**src/rtl/mem_port_arbiter_pkg.sv**
```systemverilog
// Shared encodings for the unified instruction/data SRAM port arbiter.
// Holds FSM states, response-owner IDs and the default SRAM word-address width.
package mem_port_arbiter_pkg;

    typedef enum logic {
        ST_ARB  = 1'b0,
        ST_LOCK = 1'b1
    } arb_state_e;

    typedef enum logic {
        OWN_IF = 1'b0,
        OWN_D  = 1'b1
    } rsp_owner_e;

    localparam int ADDR_W_DEF = 8;
    localparam int STARVE_W   = 4;

endpackage

```
**src/rtl/mem_port_arbiter_sat_counter.sv**
```systemverilog
// Saturating up-counter with synchronous clear; clear has priority over increment.
// Latency: count visible the cycle after inc/clr; no backpressure (holds at MAX).
module mem_port_arbiter_sat_counter #(
    parameter int               WIDTH = 4,
    parameter logic [WIDTH-1:0] MAX   = '1
) (
    input  logic             clk,
    input  logic             rst_n,
    input  logic             inc_i,
    input  logic             clr_i,
    output logic [WIDTH-1:0] cnt_o
);

    logic [WIDTH-1:0] cnt_q;
    logic [WIDTH-1:0] cnt_d;

    always_comb begin
        cnt_d = cnt_q;
        if (clr_i) begin
            cnt_d = '0;
        end else if (inc_i && (cnt_q != MAX)) begin
            cnt_d = cnt_q + 1'b1;
        end
    end

    always_ff @(posedge clk or negedge rst_n) begin
        if (!rst_n) begin
            cnt_q <= '0;
        end else begin
            cnt_q <= cnt_d;
        end
    end

    assign cnt_o = cnt_q;

endmodule

```
**src/rtl/mem_port_arbiter.sv**
```systemverilog
// Shares one 1RW SRAM between fetch and load/store; one access per cycle, D-lock for RMW.
// Latency: grant combinational, read data the cycle after grant; losers hold req (req/gnt handshake).
module mem_port_arbiter
    import mem_port_arbiter_pkg::*;
#(
    parameter int ADDR_W       = ADDR_W_DEF,
    parameter int STARVE_LIMIT = 4,
    parameter int CNT_W        = 16
) (
    input  logic              clk,
    input  logic              reset,
    input  logic              if_req,
    input  logic [31:0]       if_addr,
    output logic              if_gnt,
    output logic              if_rvalid,
    output logic [31:0]       if_rdata,
    input  logic              d_req,
    input  logic              d_we,
    input  logic              d_lock,
    input  logic [31:0]       d_addr,
    input  logic [31:0]       d_wdata,
    output logic              d_gnt,
    output logic              d_rvalid,
    output logic [31:0]       d_rdata,
    output logic              mem_csb,
    output logic              mem_web,
    output logic [ADDR_W-1:0] mem_addr,
    output logic [31:0]       mem_din,
    input  logic [31:0]       mem_dout,
    output logic [CNT_W-1:0]  conflict_cnt
);

    arb_state_e          state_q;
    rsp_owner_e          rsp_owner_q;
    logic                rsp_vld_q;
    logic [31:0]         if_rdata_q;
    logic [31:0]         d_rdata_q;
    logic [STARVE_W-1:0] starve_cnt;
    logic                starve_full;
    logic                if_win;
    logic                d_win;
    logic                unused_addr_bits;

    assign starve_full = (starve_cnt == STARVE_W'(STARVE_LIMIT));

    // Starvation only breaks ties in ARB; an open RMW lock is never preempted.
    always_comb begin
        if_win = 1'b0;
        d_win  = 1'b0;
        if (reset) begin
            if (state_q == ST_LOCK) begin
                d_win = d_req;
            end else if (if_req && d_req) begin
                if (starve_full) begin
                    if_win = 1'b1;
                end else begin
                    d_win = 1'b1;
                end
            end else begin
                if_win = if_req;
                d_win  = d_req;
            end
        end
    end

    assign if_gnt   = if_win;
    assign d_gnt    = d_win;
    assign mem_csb  = ~(if_win | d_win);
    assign mem_web  = ~(d_win & d_we);
    assign mem_addr = d_win  ? d_addr[ADDR_W+1:2] :
                      if_win ? if_addr[ADDR_W+1:2] : '0;
    assign mem_din  = reset ? d_wdata : '0;

    assign unused_addr_bits = ^{if_addr[31:ADDR_W+2], if_addr[1:0],
                                d_addr[31:ADDR_W+2], d_addr[1:0]};

    always_ff @(posedge clk or negedge reset) begin
        if (!reset) begin
            state_q     <= ST_ARB;
            rsp_vld_q   <= 1'b0;
            rsp_owner_q <= OWN_IF;
            if_rdata_q  <= '0;
            d_rdata_q   <= '0;
        end else begin
            case (state_q)
                ST_ARB:  if (d_win && !d_we && d_lock) state_q <= ST_LOCK;
                ST_LOCK: if ((d_win && d_we) || (!d_req && !d_lock)) state_q <= ST_ARB;
            endcase
            rsp_vld_q <= if_win | (d_win & ~d_we);
            if (if_win) begin
                rsp_owner_q <= OWN_IF;
            end else if (d_win && !d_we) begin
                rsp_owner_q <= OWN_D;
            end
            // Hold registers keep the last word so the idle port's rdata stays stable.
            if (if_rvalid) if_rdata_q <= mem_dout;
            if (d_rvalid)  d_rdata_q  <= mem_dout;
        end
    end

    assign if_rvalid = rsp_vld_q & (rsp_owner_q == OWN_IF);
    assign d_rvalid  = rsp_vld_q & (rsp_owner_q == OWN_D);
    assign if_rdata  = if_rvalid ? mem_dout : if_rdata_q;
    assign d_rdata   = d_rvalid  ? mem_dout : d_rdata_q;

    mem_port_arbiter_sat_counter #(
        .WIDTH (STARVE_W),
        .MAX   (STARVE_W'(STARVE_LIMIT))
    ) u_starve_cnt (
        .clk   (clk),
        .rst_n (reset),
        .inc_i (if_req & ~if_win),
        .clr_i (if_win),
        .cnt_o (starve_cnt)
    );

    mem_port_arbiter_sat_counter #(
        .WIDTH (CNT_W),
        .MAX   ({CNT_W{1'b1}})
    ) u_conflict_cnt (
        .clk   (clk),
        .rst_n (reset),
        .inc_i (if_req & d_req),
        .clr_i (1'b0),
        .cnt_o (conflict_cnt)
    );

endmodule

```
**config.mk**
```make
export PLATFORM = sky130hd
export DESIGN_NAME = mem_port_arbiter
export DESIGN_NICKNAME = d
export VERILOG_FILES = /design/src/rtl/mem_port_arbiter_pkg.sv /design/src/rtl/mem_port_arbiter_sat_counter.sv /design/src/rtl/mem_port_arbiter.sv
export SDC_FILE = /design/constraint.sdc
export NUM_CORES = 1
export LEC_CHECK = 0
export BUFFER_PORTS_ARGS = -buffer_cell sky130_fd_sc_hd__buf_2
export CORE_AREA = 2 2 102 104
export CTS_CLUSTER_DIAMETER = 40
export DETAILED_ROUTE_END_ITERATION = 10
export DIE_AREA = 0 0 104 106
export PLACE_DENSITY = 0.76
export SLEW_MARGIN = 20
export SYNTH_ARGS = -nofsm -noshare
export SYNTH_HDL_FRONTEND = slang
export SYNTH_SLANG_ARGS = --single-unit
```
**constraint.sdc**
```tcl
create_clock -name clk -period 2.3 [get_ports clk]
set_clock_uncertainty 0.15 [all_clocks]
set_input_delay 0.46 -clock clk [delete_from_list [all_inputs] [get_ports clk]]
set_output_delay 0.46 -clock clk [all_outputs]
set_load 0.01 [all_outputs]
```
==> impl_metrics.py, run 1 <==
metrics = {
    "clock_network": {
        "numCtsBuffers": 9,
        "cts_tree": "done",
        "cts.sinks": 87,
        "clk_latency_ns": 0.35,
        "clockRootBuffer": "clkbuf_8",
        "cts_buffer_depth": 2,
        "h-tree-depth": 3,
        "clkTransAtPathRegs_ns": 0.09,
    },
    "timing": {
        "hold_violations": 0,
        "finalCritPeriodShare_pct": 108,
        "finalSetupViolCount": 21,
        "period_minus_slack_ns": 2.48,
        "setup_ws_ns": -0.185,
        "worst_pin_slew_ns": 0.763,
        "fmax_mhz": 402,
        "fin_setup_tns_ns": -2.11,
        "rsz0062_at_grt": "yes",
        "slew_headroom_pct": 49.1,
        "slew_violations": 0,
    },
    "power_and_ir_drop": {
        "p_total_mw": 6.94,
        "leakage_nw": 3.30,
        "peakVddDrop_uv": 565,
        "powerDensity_nw_per_um2": 1100,
    },
    "setup_path": {
        "path_buf_inv": 3,
        "cp-end-kind": "output pin",
        "crit_arrival_ns": 1.87,
        "cpPeakStageDelay_ns": 0.40,
        "cp_top_family": "flip-flops",
        "start_kind": "flop",
        "crit_fanout": 7,
        "path_class": "reg -> out",
        "required_ns": 1.69,
        "crit_chain": "inv_1 > ha_1 > nand3b_1 > and2_4 > a21oi_4 > buf_6 > a22o_1 > buf_2",
        "slowest_stage": "dfrtp_1",
    },
    "synthesis": {
        "ys_seq_area_share_pct": 56.5,
        "async_flop_share_pct": 100,
        "netlist_area_um2": 3850,
        "synthTopCellsByArea": "dfrtp_1 (56%), mux2_2 (19%), and2_1 (5.4%)",
        "synth.distinct_cells": 39,
        "yosys_warnings": 0,
        "synth.top_cell.area_share_pct": 56.5,
        "synth_cells": 296,
        "yosysTopAreaCell": "dfrtp_1",
        "synth_most_common_cell": "dfrtp_1",
        "avgSynthCellArea_um2": 13.0,
        "synthTopCellsByCount": "dfrtp_1 (87), mux2_2 (64), and2_1 (33)",
        "ys_ff_latch": 87,
        "synth-edff-count": 0,
        "syn_nets": 433,
        "ys.flop_type": "dfrtp_1",
    },
    "min_path": {
        "hold_path.class": "in -> async",
    },
    "cells_and_area": {
        "finalNetCount": 678,
        "utilization_pct": 63.3,
        "n_antenna_cell": 0,
        "syn2layout_area_growth_pct": 64.2,
        "layout-drive-gt1-share_pct": 62.3,
    },
    "die": {
        "ioPinCount": 260,
        "core_um2": 10000,
        "die_area_um2": 11000,
        "rows": 37,
        "die_y_um": 106,
        "die_x_um": 104,
        "start_util_pct": 38.6,
    },
    "outcome": {
        "violations": "negative setup slack",
        "outcome": "finished with violations",
    },
    "grt": {
        "grt_pass1_wl_um": 18700,
        "antenna_found_initial": 0,
        "met1_usage_pct": 28.1,
        "gr-usage-met2_pct": 37.0,
        "grt_use_total_pct": 21.8,
        "use_met3_pct": 4.66,
        "busiest_layer": "met2",
        "grt_max_degree": 82,
        "overflow": 0,
        "grt_pass1_vias": 3497,
    },
    "placement": {
        "io_buffers": 211,
        "hpwlAfterDp_um": 7800,
        "gp_congestion": 0.914,
    },
    "drt": {
        "vias": 3390,
        "ant_nets": 0,
        "wl_per_cell_um": 18.9,
        "drt_iter0_markers": 138,
        "drcViolationCount": 0,
        "firstDrtPassIters": 4,
        "viasPerCell": 4.97,
        "wirelength_um": 12900,
    },
    "flow_run": {
        "cap_violations": 0,
    },
}
==> layout by cell type (no fill, tap or decap), drive strengths merged, types with 7 or more instances in the layout <==
cell type  netlist  final
a22o             8      8
and2            33     33
buf              9    244
clkbuf           5     11
dfrtp           87     87
inv              6     11
mux2            65     65
nand2           12     12
nand4            8      8
o21ai            7      7
xnor2            9      9
==> worst paths after layout <==
kind	from	slack, ns	depth (start not counted)	end
setup / recovery	u_starve_cnt.cnt_o[0]$_DFFE_PN0P_	-0.18	8	mem_addr[3]
hold / removal	reset	0.05	2	if_rdata_q[26]$_DFF_PN0_
setup reg to reg	u_starve_cnt.cnt_o[0]$_DFFE_PN0P_	0.38	7	u_starve_cnt.cnt_o[3]$_DFFE_PN0P_
hold reg to reg	d_rdata_q[1]$_DFF_PN0_	0.35	1	d_rdata_q[1]$_DFF_PN0_
max in group asynchronous	reset	1.24	2	d_rdata_q[1]$_DFF_PN0_
min in group clk	mem_dout[5]	0.20	2	if_rdata_q[5]$_DFF_PN0_
==> layout make-up <==
class                   count  area [um^2]
well taps                 136          170
clock buffers               9          124
clock inverters             7         83.8
inverters                   6         22.5
flip-flops and latches     87         2180
multi-input cells         190         1890
fillers                   776         3670
repair buffers            247         1860
==> layer usage <==
metal	vias up	routed length, um
met5	-	0
met4	0	160
met3	14	877
met2	141	6500
met1	1708	5370
li1	1527	-
==> metrics by stage <==
step / setup slack (ns) / instance area [um^2] / hold WS [ns] / std cells
floorplan: 0.0935 / 3850 / 0.0144 / 296
global placement: 0.115 / 5100 / 0.161 / 635
detailed placement: 0.104 / 5100 / 0.162 / 635
CTS: -0.159 / 5940 / 0.0233 / 676
global route: -0.293 / 6330 / 0.0637 / 682
finish: -0.185 / 6330 / 0.0463 / 682
==> report_power, final <==
part | switching (mW) | internal (mW) | total, mW
sequential | 0.283 | 2.12 | 2.41
combinational | 1.37 | 2.02 | 3.38
clock | 0.626 | 0.526 | 1.15
total | 2.28 | 4.67 | 6.94
==> flip-flops by register name, indices dropped and copies added, names as in the netlist <==
signal                count
u_conflict_cnt.cnt_o     16
rsp_vld_q                 1
d_rdata_q                32
u_starve_cnt.cnt_o        4
if_rdata_q               32
state_q                   1
rsp_owner_q               1
==> logic make-up (layout without fill, tap and decap cells) <==
family / after synthesis / count (layout) / share of synthesized area (%)
compound gates: 25 / 26 / 4.48
flops: 87 / 87 / 56.5
fa+ha+maj: 3 / 3 / 0.974
mux: 65 / 65 / 19.0
simple gates: 81 / 81 / 13.5
xor+xnor: 15 / 15 / 3.41
buf+inv: 20 / 269 / 2.14
==> timing repair <==
item,CTS,global route
resized for setup,78,74
hold buffers,1,0
endpoints found under the setup margin,61,76
pin swaps,9,3
cloned,6,2
buffers inserted,18,7
endpoints found under the hold margin,4,0
Note: power is estimated with default switching activity, not from simulation.
==> run 2: changes to the inputs <==
--- a/config.mk
+++ b/config.mk
@@ -7,8 +7,9 @@
 export LEC_CHECK = 0
+export ABC_AREA = 1
 export BUFFER_PORTS_ARGS = -buffer_cell sky130_fd_sc_hd__buf_2
-export CORE_AREA = 2 2 102 104
+export CORE_MARGIN = 2
+export CORE_UTILIZATION = 43
 export CTS_CLUSTER_DIAMETER = 40
 export DETAILED_ROUTE_END_ITERATION = 10
-export DIE_AREA = 0 0 104 106
-export PLACE_DENSITY = 0.76
+export PLACE_DENSITY = 0.81
 export SLEW_MARGIN = 20
==> constraint.sdc (replaced) <==
create_clock -name clk -period 2.3 [get_ports clk]
set_clock_uncertainty 0.15 [all_clocks]
set_input_delay 0.23 -clock clk [delete_from_list [all_inputs] [get_ports clk]]
set_output_delay 0.23 -clock clk [all_outputs]
set_load 0.01 [all_outputs]
==> impl_metrics.py, run 2 <==
metrics = {
    "timing": {
        "period_minus_slack_ns": 2.26,
        "hold_violations": 0,
        "setup_ws_ns": 0.0410,
        "worst_pin_slew_ns": 0.629,
        "fin_setup_tns_ns": 0,
        "finalSetupViolCount": 0,
        "finalCritPeriodShare_pct": 98.2,
        "slew_violations": 0,
        "holdWs_ns": 0.0190,
        "slew_headroom_pct": 58.1,
        "fmax_mhz": 443,
    },
    "setup_path": {
        "timing.rr.start": "u_conflict_cnt.cnt_o[0]$_DFFE_PN0P_",
        "rrSetupSlack_ns": 0.40,
        "start_kind": "flop",
        "cp-end-kind": "output pin",
        "r2r_cells": 7,
        "path_buf_inv": 4,
        "slowest_stage": "dfrtp_1",
        "required_ns": 1.92,
        "setup.worst_path.end": "mem_addr[6]",
        "crit_arrival_ns": 1.88,
        "cpPeakStageDelay_ns": 0.42,
        "crit_fanout": 8,
        "path_class": "reg -> out",
        "path_depth": 10,
        "cp_top_family": "buffers and inverters",
        "cp-startpoint": "u_starve_cnt.cnt_o[0]$_DFFE_PN0P_",
        "r2r_end": "u_conflict_cnt.cnt_o[2]$_DFFE_PN0P_",
        "crit_chain": "inv_2 > ha_1 > nand2_2 > o21ai_2 > nand2_2 > clkinvlp_4 > buf_12 > nand2_1 > nand2_1 > buf_2",
    },
    "synthesis": {
        "synthTopCellsByCount": "nand2_1 (204), inv_1 (88), dfrtp_1 (87)",
        "yosys_warnings": 0,
        "synth-edff-count": 0,
        "synth.top_cell.area_share_pct": 52.5,
        "syn_nets": 674,
        "ys.flop_type": "dfrtp_1",
        "ys_seq_area_share_pct": 52.5,
        "avgSynthCellArea_um2": 7.73,
        "synth_cells": 537,
        "yosysTopAreaCell": "dfrtp_1",
        "synth.distinct_cells": 27,
        "async_flop_share_pct": 100,
        "synth_most_common_cell": "nand2_1",
        "ys_ff_latch": 87,
        "synthTopCellsByArea": "dfrtp_1 (52%), nand2_1 (18%), o21ai_0 (8.9%)",
        "netlist_area_um2": 4150,
    },
    "clock_network": {
        "cts_tree": "done",
        "clk_latency_ns": 0.35,
        "numCtsBuffers": 9,
        "clkTransAtPathRegs_ns": 0.10,
        "cts_buffer_depth": 2,
        "cts.sinks": 87,
        "h-tree-depth": 3,
        "clockRootBuffer": "clkbuf_8",
    },
    "grt": {
        "antenna_found_initial": 0,
        "met1_usage_pct": 24.1,
        "grt_pass1_wl_um": 17700,
        "use_met3_pct": 4.79,
        "overflow": 0,
        "grt_use_total_pct": 21.5,
        "busiest_layer": "met2",
        "gr-usage-met2_pct": 40.7,
        "grt_max_degree": 66,
        "grt_pass1_vias": 3963,
    },
    "placement": {
        "hpwlAfterDp_um": 8640,
        "dpl_cell_area_um2": 5340,
        "gp_congestion": 0.895,
        "dp_cells": 861,
        "dpl_worst_slack_ns": 0.266,
        "io_buffers": 211,
    },
    "cells_and_area": {
        "layout_commonest_cell": "buf_2",
        "syn2layout_area_growth_pct": 36.1,
        "fin_area_um2": 5650,
        "fillers": 828,
        "layout_common_cells": "buf_2 (210), nand2_1 (201), dfrtp_1 (87), inv_1 (86), o21ai_0 (73)",
        "layout-drive-gt1-share_pct": 34.3,
        "utilization_pct": 60.8,
        "finalNetCount": 889,
        "layoutNonFillerInstCount": 886,
        "n_antenna_cell": 0,
    },
    "power_and_ir_drop": {
        "leakage_nw": 3.41,
        "peakVddDrop_uv": 382,
        "p_total_mw": 5.35,
        "powerDensity_nw_per_um2": 948,
    },
    "drt": {
        "drcViolationCount": 0,
        "wl_per_cell_um": 13.1,
        "firstDrtPassIters": 4,
        "ant_nets": 0,
        "viasPerCell": 4.72,
        "drt_iter0_markers": 204,
        "vias": 4180,
        "wirelength_um": 11600,
    },
    "die": {
        "start_util_pct": 44.7,
        "die_y_um": 102,
        "rows": 35,
        "core_um2": 9280,
        "die_x_um": 102,
        "die_area_um2": 10500,
        "ioPinCount": 260,
    },
    "min_path": {
        "hold_path.class": "in -> reg",
    },
    "outcome": {
        "outcome": "complete, no violations",
    },
    "flow_run": {
        "cap_violations": 0,
    },
}
run 2: worst min path at each step:
| stage | from | end | slack [ns] | depth (start not counted) |
|---|---|---|---|---|
| floorplan | reset | d_rdata_q[0]$_DFF_PN0_ | -0.22 | 0 |
| global placement | reset | state_q$_DFF_PN0_ | -0.02 | 1 |
| detailed placement | reset | state_q$_DFF_PN0_ | -0.004 | 1 |
| CTS | mem_dout[17] | d_rdata_q[17]$_DFF_PN0_ | 0.0008 | 3 |
| global route | mem_dout[18] | if_rdata_q[18]$_DFF_PN0_ | 0.02 | 3 |
| finish | mem_dout[17] | d_rdata_q[17]$_DFF_PN0_ | 0.02 | 3 |
run 2: per-layer routing:
metal	vias to the layer above	wire [um]	part of all wire, %
met5	-	0	0
met4	0	182	1.6
met3	14	872	7.5
met2	178	5960	51
met1	1928	4630	40
li1	2060	-	-
run 2: worst min-delay path: stages:
cell and delay [ns]:
buf_2 0.09, inv_1 0.05, o21ai_0 0.10
run 2: cell type report:
cell class | count | area [um^2] | share of cell area (%)
flip-flops and latches | 87 | 2180 | 38.5
multi-input cells | 339 | 1570 | 27.8
repair buffers | 226 | 1220 | 21.5
inverters | 89 | 338 | 5.98
well taps | 129 | 161 | 2.86
clock buffers | 10 | 138 | 2.44
clock inverters | 6 | 51.3 | 0.908
run 2: power breakdown:
| part | internal (mW) | switching [mW] |
|---|---|---|
| sequential | 2.08 | 0.244 |
| combinational | 0.805 | 1.23 |
| clock | 0.435 | 0.560 |
| total | 3.32 | 2.04 |
run 2: repair_timing:
item / in CTS / in global routing
hold endpoints to repair: 3 / 0
pin swaps: 1 / 0
setup buffers: 3 / 2
endpoints found under the setup margin: 10 / 11
resized for setup: 1 / 10
cloned: 0 / 1
hold buffers: 3 / 0
run 2: cell families after synthesis:
kind of cell / Yosys count / synth area share, %
and+or+nand+nor: 247 / 24.1
buffers and inverters: 111 / 10.6
DFF: 87 / 52.5
AOI/OAI and AO/OA: 83 / 10.7
xor gates and xnor gates: 6 / 1.27
adders and majority gates: 3 / 0.905
